`config.mk`:
```
export PLATFORM = sky130hd
export DESIGN_NAME = bus_host_arbiter
export DESIGN_NICKNAME = d
export VERILOG_FILES = /design/src/rtl/bus_host_arbiter.sv
export SDC_FILE = /design/constraint.sdc
export NUM_CORES = 1
export LEC_CHECK = 0
export ABC_AREA = 0
export BUFFER_PORTS_ARGS = -buffer_cell sky130_fd_sc_hd__buf_2
export CORE_AREA = 10 10 103 105
export DETAILED_ROUTE_END_ITERATION = 16
export DIE_AREA = 0 0 113 115
export PLACE_DENSITY = 0.66
export SYNTH_ARGS = -nofsm -noshare
export SYNTH_HDL_FRONTEND = slang
export SYNTH_SLANG_ARGS = --single-unit
```
`constraint.sdc`:
```
create_clock -name clk_i -period 3.1 [get_ports clk_i]
set_clock_uncertainty 0.15 [all_clocks]
set_input_delay 0.62 -clock clk_i [delete_from_list [all_inputs] [get_ports clk_i]]
set_output_delay 0.62 -clock clk_i [all_outputs]
set_load 0.005 [all_outputs]
```
`src/rtl/bus_host_arbiter.sv`:
```
// Round-robin arbiter sharing one req/gnt/rvalid device port between NrHosts requesters.
// An in-order ID FIFO records which host issued each accepted transaction so its response goes back to that host.
module bus_host_arbiter #(
  parameter int unsigned NrHosts        = 2,
  parameter int unsigned DataWidth      = 32,
  parameter int unsigned AddrWidth      = 32,
  parameter int unsigned MaxOutstanding = 2
) (
  input  logic                           clk_i,
  input  logic                           rst_i,
  input  logic [NrHosts-1:0]             host_req_i,
  output logic [NrHosts-1:0]             host_gnt_o,
  input  logic [NrHosts*AddrWidth-1:0]   host_addr_i,
  input  logic [NrHosts-1:0]             host_we_i,
  input  logic [NrHosts*4-1:0]           host_be_i,
  input  logic [NrHosts*DataWidth-1:0]   host_wdata_i,
  output logic [NrHosts-1:0]             host_rvalid_o,
  output logic [DataWidth-1:0]           host_rdata_o,
  output logic                           host_err_o,
  output logic                           dev_req_o,
  input  logic                           dev_gnt_i,
  output logic [AddrWidth-1:0]           dev_addr_o,
  output logic                           dev_we_o,
  output logic [3:0]                     dev_be_o,
  output logic [DataWidth-1:0]           dev_wdata_o,
  input  logic                           dev_rvalid_i,
  input  logic [DataWidth-1:0]           dev_rdata_i,
  input  logic                           dev_err_i,
  output logic                           busy_o
);

  localparam int unsigned IdxW = (NrHosts > 1) ? $clog2(NrHosts) : 1;
  localparam int unsigned PtrW = (MaxOutstanding > 1) ? $clog2(MaxOutstanding) : 1;
  localparam int unsigned CntW = $clog2(MaxOutstanding + 1);

  logic [IdxW-1:0] rr_ptr_q, rr_ptr_d;
  logic [IdxW-1:0] fifo_q [MaxOutstanding];
  logic [PtrW-1:0] wr_ptr_q, wr_ptr_d;
  logic [PtrW-1:0] rd_ptr_q, rd_ptr_d;
  logic [CntW-1:0] cnt_q, cnt_d;

  logic [IdxW-1:0] sel, sel_lo, sel_hi;
  logic            found_hi;
  logic            any_req;
  logic            full;
  logic            accept;
  logic            resp;

  // Lowest requester at or above rr_ptr wins; otherwise wrap to the lowest requester overall.
  always_comb begin
    sel_lo   = '0;
    sel_hi   = '0;
    found_hi = 1'b0;
    for (int h = NrHosts - 1; h >= 0; h--) begin
      if (host_req_i[h]) begin
        sel_lo = IdxW'(h);
        if (IdxW'(h) >= rr_ptr_q) begin
          sel_hi   = IdxW'(h);
          found_hi = 1'b1;
        end
      end
    end
    sel = found_hi ? sel_hi : sel_lo;
  end

  assign any_req   = |host_req_i;
  assign full      = (cnt_q == CntW'(MaxOutstanding));
  assign dev_req_o = any_req & ~full & ~rst_i;
  assign accept    = dev_req_o & dev_gnt_i;
  assign resp      = dev_rvalid_i & (cnt_q != '0) & ~rst_i;

  always_comb begin
    host_gnt_o    = '0;
    host_rvalid_o = '0;
    dev_addr_o    = '0;
    dev_we_o      = 1'b0;
    dev_be_o      = '0;
    dev_wdata_o   = '0;
    if (accept) host_gnt_o[sel] = 1'b1;
    if (resp) host_rvalid_o[fifo_q[rd_ptr_q]] = 1'b1;
    if (any_req && !rst_i) begin
      dev_addr_o  = host_addr_i[sel*AddrWidth +: AddrWidth];
      dev_we_o    = host_we_i[sel];
      dev_be_o    = host_be_i[sel*4 +: 4];
      dev_wdata_o = host_wdata_i[sel*DataWidth +: DataWidth];
    end
  end

  assign host_rdata_o = rst_i ? '0 : dev_rdata_i;
  assign host_err_o   = dev_err_i & ~rst_i;
  assign busy_o       = (cnt_q != '0) & ~rst_i;

  always_comb begin
    rr_ptr_d = rr_ptr_q;
    wr_ptr_d = wr_ptr_q;
    rd_ptr_d = rd_ptr_q;
    cnt_d    = cnt_q;
    if (accept) begin
      rr_ptr_d = (sel == IdxW'(NrHosts - 1)) ? '0 : sel + 1'b1;
      wr_ptr_d = (wr_ptr_q == PtrW'(MaxOutstanding - 1)) ? '0 : wr_ptr_q + 1'b1;
    end
    if (resp) begin
      rd_ptr_d = (rd_ptr_q == PtrW'(MaxOutstanding - 1)) ? '0 : rd_ptr_q + 1'b1;
    end
    case ({accept, resp})
      2'b10:   cnt_d = cnt_q + 1'b1;
      2'b01:   cnt_d = cnt_q - 1'b1;
      default: cnt_d = cnt_q;
    endcase
  end

  always_ff @(posedge clk_i or posedge rst_i) begin
    if (rst_i) begin
      rr_ptr_q <= '0;
      wr_ptr_q <= '0;
      rd_ptr_q <= '0;
      cnt_q    <= '0;
      for (int i = 0; i < MaxOutstanding; i++) fifo_q[i] <= '0;
    end else begin
      rr_ptr_q <= rr_ptr_d;
      wr_ptr_q <= wr_ptr_d;
      rd_ptr_q <= rd_ptr_d;
      cnt_q    <= cnt_d;
      if (accept) fifo_q[wr_ptr_q] <= sel;
    end
  end

  // A response with nothing outstanding is dropped; flag it, and treat one racing its own accept as a device bug.
  always_ff @(posedge clk_i) begin
    if (!rst_i) begin
      assert (!(dev_rvalid_i && cnt_q == '0))
        else $warning("bus_host_arbiter: spurious response dropped");
      assert (!(dev_rvalid_i && cnt_q == '0 && accept))
        else $error("bus_host_arbiter: response in the same cycle as its accept");
    end
  end

endmodule

```
==> results of run 1 <==
-- synthesized netlist by cell type, drive strengths merged --
cell type	number	share of area, %
o41ai	1	0.44
nand2	2	0.37
a21oi	69	17
o21ai	70	17
o31ai	1	0.37
o211ai	69	26
o21ba	1	0.50
xnor2	4	1.7
ha	1	0.62
dfrtp	7	8.7
mux2	2	1.3
mux2i	1	0.50
inv	4	0.75
nor3	1	0.25
and2b	2	0.75
xor2	1	0.44
clkbuf	46	8.6
buf	3	1.4
nor2b	33	10
or3	1	0.31
and3	1	0.31
nor2	6	1.1
o21bai	1	0.37
clkinv	1	0.19
-- worst max-delay path: stages --
cell	delay (ns)
buf_2	0.14
nor2b_4	0.15
buf_4	0.37
o21ai_0	0.15
a21oi_1	0.22
buf_2	0.15
-- final cells by class --
type,count,area share (%)
repair buffers,295,43.3
inverters,5,0.531
well taps,108,3.83
multi-input cells,267,46.1
clock buffers,4,1.28
flip-flops and latches,7,4.99
-- layout by cell type (no fill, tap or decap), drive strengths merged --
cell type,instances
nand2,2
and3,1
o31ai,1
mux2,2
a21oi,69
clkbuf,4
nor2,6
ha,1
nor3,1
mux2i,1
o211ai,69
and2b,2
or3,1
nor2b,33
xor2,1
dfrtp,7
o21ba,1
inv,5
xnor2,4
o41ai,1
buf,295
o21bai,1
o21ai,70
-- per-layer routing --
metal,part of all wire [%],up-vias,GRT usage [%]
met5,0.26,-,0
met4,1.5,4,4.06
met3,13,20,8.75
met2,50,214,32.0
met1,36,1642,18.2
li1,-,1723,-
-- power groups by stage --
stage | combinational [mW] | clock [mW] | sequential (mW)
final | 0.846 | 0.130 | 0.206
after global placement | 0.833 | 0 | 0.205
after global routing | 0.945 | 0.140 | 0.215
after detailed placement | 0.851 | 0 | 0.206
after CTS | 0.856 | 0.135 | 0.206
after floorplan | 0.518 | 0 | 0.169
-- how the worst max path moves through the flow --
stage                  start              end  slack [ns]  cells past startpoint
2_1_floorplan  host_req_i[1]    host_gnt_o[0]        0.74                      6
3_3_place_gp   host_req_i[0]  dev_wdata_o[22]        0.46                      6
3_5_place_dp   host_req_i[0]  dev_wdata_o[19]        0.47                      6
4_1_cts        host_req_i[0]  dev_wdata_o[19]        0.47                      6
5_1_grt        host_req_i[1]   dev_addr_o[27]        0.33                      6
6_report       host_req_i[0]  dev_wdata_o[19]        0.48                      6
-- cells by family (layout without fill, tap and decap cells) --
family / after synthesis / after routing
buffers and inverters: 54 / 304
muxes: 3 / 3
DFF: 7 / 7
xor gates and xnor gates: 5 / 5
and+or+nand+nor: 46 / 46
AOI/OAI and AO/OA: 212 / 212
adders and majority gates: 1 / 1
-- registers in the layout (all words and copies together) (netlist names) --
signal	cells
fifo_q	2
cnt_q	2
rr_ptr_q	1
wr_ptr_q	1
rd_ptr_q	1
-- per-stage QoR --
step	setup slack, ns	utilization (%)	instance area [um^2]
final	0.482	41.3	3530
after global routing	0.334	41.3	3530
after global placement	0.459	40.8	3490
after CTS	0.469	41.3	3530
after floorplan	0.742	-	2000
after detailed placement	0.470	40.8	3490
==> results.md, run 1 <==
* Outcome: completed
* RSZ-0062 raised after global routing: no
* Fillcell total at 968
* Sequential share of the synthesized area at 8.74%
* Placer congestion estimate at 0.789
* Minimum clock period at 2.62 ns
* Cts hold-fix bufs at 0
* Via count at 3603
* Largest fanout on the critical path at 50
* Largest family of logic cells by synthesized area: compound AO/OA/AOI/OAI gates
* Vias in the first global route at 3700
* Sequential cell area at 176 um^2
* R2R setup slack at 1.17 ns
* CTS Buffer Depth at 2
* CTS sink count at 7
* Setup TNS at 0 ns
* FF-to-FF Start: cnt_q[1]$_DFFE_PP0P_
* Drt via density at 5.25
* Comb power frac at 71.6%
* Die Footprint at 0.0130 mm^2
* Achievable frequency at 382 MHz
* # DRC at 0
* # nets final at 757
* Sequential power share at 17.4%
* Hold_sp: rd_ptr_q$_DFFE_PP0P_
* VDD IR max at 0.263 mV
* Synthesis Warnings at 0
* Xor-xnor portion of the synthesized cell area at 2.19%
* Hold Fails Final Rpt at 0
* Iter 0 DRT Violations at 452
* Initial Util at 23.4%
* Arrival time worst endpoint at 1.85 ns
* GRT Total Usage at 17.8%
* Final Power at 1.18 mW
* Cts bufs inserted at 3
* Worst hold slack at 0.353 ns
* ANT nets after route at 0
* TritonRoute pass-1 iters at 4
* Synthesized area at 0.00200 mm^2
* Die W at 113 um
* Synthesized instance count at 328
* Simple-gate share of the synthesized area at 13.4%
* # Max-Cap Violations at 0
* Internal Power at 0.592 mW
* Ant diodes at 0
* Total grt overflow at 0
* Sw Share at 50.0%
* Hold Path Sink: rd_ptr_q$_DFFE_PP0P_
* FF-to-FF path depth at 5
* Num ports at 285
* Post-synthesis mux area share at 1.81%
* Final setup fails at 0
* Post-CTS Setup Bufs at 0
* CP endpoint kind: output port
* First-pass GRT wire length at 19400 um
* Root Driver: clkbuf_8
* I/O Buffers at 284
* DRT Wirelength at 13100 um
* Syn_area_per_cell at 6.11 um^2
* Std-Cell Rows at 34
* Wire length per cell at 19.1 um
* Cell variety after synth at 26
* Clock Latency Late Sink at 0.23 ns
* Core area at 0.00855 mm^2
* Initial antenna violation count at 2
* Switching power at 0.590 mW
* CTS resizes at 0
* CTS clk-pin slew, worst paths at 0.04 ns
* Worst Tran Pin Value at 0.510 ns
* Critical path type: in2out
* Rel. slew slack at 66.0%
* Synthesized Nets at 506
* Synth Area in Compound Gates at 62.3%
* H-tree Lvls at 1
* Synth Register Bits at 7
* Fin crit share at 84.5%
* Adder-Cell Fraction of Synth Area at 0.625%
* Syn-to-layout area delta at 76.3%
* Share of layout cells above drive strength 1 at 52.8%
* Multi-input gate area at 0.00163 mm^2
* PD cells at 335 mW/mm^2
* Hold crit path type: reg2reg
* Leak at 1.81 nW
* Largest net degree at the start of global routing at 73
* Dpl hpwl at 10500 um
* CTS tree: built
* RR Endpoint: cnt_q[1]$_DFFE_PP0P_
* DIE HEIGHT at 115 um
* Max Slew Vio Count at 0
* Post-placement cell count at 682
* CP Launch Type: primary input
* Hold Path Stages at 1
* Clock share of power at 11.0%
* Worst Path Required at 2.33 ns
* Fin cells at 686
(Power assumes the default switching activity.)
==> run 2: changes to the inputs <==
--- a/config.mk
+++ b/config.mk
@@ -7,10 +7,10 @@
 export LEC_CHECK = 0
 export ABC_AREA = 0
 export BUFFER_PORTS_ARGS = -buffer_cell sky130_fd_sc_hd__buf_2
-export CORE_AREA = 10 10 103 105
+export CORE_AREA = 10 10 101 103
 export DETAILED_ROUTE_END_ITERATION = 16
-export DIE_AREA = 0 0 113 115
-export PLACE_DENSITY = 0.66
+export DIE_AREA = 0 0 111 113
+export PLACE_DENSITY = 0.71
 export SYNTH_ARGS = -nofsm -noshare
 export SYNTH_HDL_FRONTEND = slang
 export SYNTH_SLANG_ARGS = --single-unit
==> constraint.sdc (replaced) <==
create_clock -name clk_i -period 2.14 [get_ports clk_i]
set_clock_uncertainty 0.15 [all_clocks]
set_input_delay 0.428 -clock clk_i [delete_from_list [all_inputs] [get_ports clk_i]]
set_output_delay 0.428 -clock clk_i [all_outputs]
set_load 0.005 [all_outputs]
==> run 2 against run 1 <==
Effect of this change: the run now ends with negative setup slack left; register-to-register slack got worse by 0.83 ns; critical path depth unchanged; flip-flop and latch count unchanged; hold slack got worse by 0.21 ns; non-clock buffer count increased by 17; utilization increased by 7.3 points; final cell count increased by 2.2%; combinational power increased by 100%; count of clock-buffer cells in the layout unchanged; sequential share of layout area decreased by 0.53 points; design area increased by 12%; largest power group unchanged.
==> results.md, run 2 (synthesized netlist as in run 1, its figures left out) <==
* Outcome: finished, violations left (was completed)
* Violated checks: negative setup slack
* Hold Fails Final Rpt at 0 (unchanged)
* PD cells at 555 mW/mm^2 (was 335 mW/mm^2)
* GRT Total Usage at 18.4% (was 17.8%)
* Rel. slew slack at 66.2% (was 66.0%)
* Syn-to-layout area delta at 97.4% (was 76.3%)
* Minimum clock period at 2.15 ns
* Via count at 3778 (was 3603)
* CP peak stage delay at 0.44 ns (was 0.37 ns)
* CP Launch Type: flip-flop (was primary input)
* Most frequent cells in the layout: buf_2, o211ai_1, a21oi_1 (was buf_2, o21ai_0, o211ai_1, a21oi_1, nor2b_1)
* Hold crit path type: in2async (was reg2reg)
* RR Endpoint: cnt_q[1]$_DFFE_PP0P_ (unchanged)
* Num ports at 285 (unchanged)
* Worst hold slack at 0.145 ns (was 0.353 ns)
* Leak at 1.98 nW (was 1.81 nW)
* Top Layer Used: met4 (was met5)
* CTS Buffer Depth at 2 (unchanged)
* Fin crit share at 101%
* Max Slew Vio Count at 0 (unchanged)
* CTS sink count at 7 (unchanged)
* Die W at 111 um (was 113 um)
* Bufs and invs on worst path at 3 (unchanged)
* CP Depth at 6 (unchanged)
* First-pass GRT wire length at 19700 um (was 19400 um)
* Core area at 0.00813 mm^2 (was 0.00855 mm^2)
* Largest net degree at the start of global routing at 58 (was 73)
* Die Footprint at 0.0125 mm^2 (was 0.0130 mm^2)
* I/O Buffers at 284 (unchanged)
* Root Driver: clkbuf_8 (unchanged)
* TritonRoute pass-1 iters at 5 (was 4)
* Most common cell after layout, fill and taps aside: buf_2 (unchanged)
* CP max stage cell: dfrtp_2 (was buf_4)
* CTS clk-pin slew, worst paths at 0.04 ns (about the same)
* DRT Wirelength at 14200 um (was 13100 um)
* Post-placement cell count at 684 (was 682)
* Routed met3 length at 1590 um (was 1670 um)
* Initial Util at 24.6% (was 23.4%)
* Top flop regs: cnt_q: 2 flops, fifo_q: 2 flops (unchanged)
* R2R setup slack at 0.34 ns (was 1.17 ns)
* Metal2 WL at 7300 um (was 6530 um)
* CP endpoint kind: output port (unchanged)
* Drt via density at 5.39 (was 5.25)
* Largest fanout on the critical path at 7 (was 50)
* FF-to-FF Start: cnt_q[1]$_DFFE_PP0P_ (unchanged)
* Vias in the first global route at 3737 (was 3700)
* CTS tree: built (unchanged)
* Critical path type: reg2out (was in2out)
* Met1 WL at 4990 um (was 4660 um)
* VDD IR max at 0.347 mV (was 0.263 mV)
* Placer congestion estimate at 0.963 (was 0.789)
* Final setup fails at 2 (was 0)
* ANT nets after route at 0 (unchanged)
* H-tree Lvls at 1 (unchanged)
* Iter 0 DRT Violations at 276 (was 452)
* Dpl hpwl at 10600 um (was 10500 um)
* Final Power at 2.20 mW (was 1.18 mW)
* Final setup margin at -0.0115 ns (was 0.482 ns)
* Std-Cell Rows at 33 (was 34)
* Worst Tran Pin Value at 0.507 ns (was 0.510 ns)
* Achievable frequency at 465 MHz
* RSZ-0062 raised after global routing: yes (was no)
* # nets final at 774 (was 757)
* # Max-Cap Violations at 0 (unchanged)
* Wire length per cell at 20.3 um (was 19.1 um)
* Initial antenna violation count at 1 (was 2)
* Total grt overflow at 0 (unchanged)
* Arrival time worst endpoint at 1.57 ns (was 1.85 ns)
* Worst Path Required at 1.56 ns (was 2.33 ns)
* Worst slack at placement at -0.0127 ns (was 0.470 ns)
* DIE HEIGHT at 113 um (was 115 um)
* Worst path top cell family by delay: buffers and inverters (unchanged)
* Worst-path cell chain: nor2b_4 -> buf_12 -> clkbuf_16 -> o21ai_0 -> a21oi_1 -> buf_2 (was buf_2 -> nor2b_4 -> buf_4 -> o21ai_0 -> a21oi_1 -> buf_2)
* # DRC at 0 (unchanged)
* Cts bufs inserted at 3 (unchanged)
* FF-to-FF path depth at 5 (unchanged)
* Clock Latency Late Sink at 0.22 ns (was 0.23 ns)
* Share of layout cells above drive strength 1 at 58.3% (was 52.8%)
* Fin cells at 701 (was 686)
[run 2: changes by cell type in the layout (fill, tap and decap cells not counted)]
| cell | change |
|---|---|
| buf_4 | +1 |
| o21ai_2 | +19 |
| a21oi_1 | -6 |
| o21ai_0 | -42 |
| a21oi_2 | +6 |
| diode_2 | +1 |
| buf_6 | +2 |
| buf_8 | +1 |
| buf_12 | +8 |
| clkbuf_16 | +5 |
| o21ai_1 | +23 |
[run 2: routing by layer]
layer	global-route usage [%]	up-vias
li1	-	1776
met1	19.0	1707
met2	34.5	262
met3	7.24	33
met4	3.82	0
met5	0	-
[run 2: through the flow]
stage	instance area (um^2)	TNS, ns	util [%]
3_5_place_dp	3570	-0.0127	43.9
3_3_place_gp	3570	0	43.9
2_1_floorplan	2000	0	-
4_1_cts	3620	-0.0194	44.5
5_1_grt	3960	-2.26	48.6
6_report	3960	-0.0137	48.6
[run 2: how the worst max path moves through the flow]
stage | from | to | slack, ns
2_1_floorplan | host_req_i[1] | cnt_q[1]$_DFFE_PP0P_ | 0.08
3_3_place_gp | host_req_i[1] | dev_wdata_o[21] | 0.02
3_5_place_dp | host_req_i[1] | dev_wdata_o[21] | -0.01
4_1_cts | rr_ptr_q$_DFFE_PP0N_ | dev_wdata_o[21] | -0.02
5_1_grt | rr_ptr_q$_DFFE_PP0N_ | dev_addr_o[9] | -0.07
6_report | rr_ptr_q$_DFFE_PP0N_ | dev_wdata_o[14] | -0.01
[run 2: worst register-to-register path, cell delays in order, from the launching register on]
cell	delay, ns
dfrtp_1	0.40
nor2b_1	0.15
or3_1	0.38
ha_1	0.33
nor2_1	0.16
xor2_1	0.15
[run 2: layout make-up]
type	count	area, um^2
well taps	105	131
diodes	1	2.50
repair buffers	312	1860
inverters	5	18.8
flip-flops and latches	7	176
fillers	800	4180
clock buffers	4	45.0
multi-input cells	267	1720
[run 2: where the power goes]
group	total (mW)	switching [mW]	internal [mW]	leakage [nW]
Sequential	0.283	0.0791	0.204	0.0822
Clock	0.181	0.0526	0.128	0.0228
Combinational	1.73	0.897	0.834	1.87
[run 2: timing repair]
item                       in CTS  in global routing
gates resized for setup         0                 77
setup buffers                   0                  4
hold buffers                    0                  0
gates cloned                    0                  8
setup endpoints to repair       1                 62
pin swaps                       0                 62
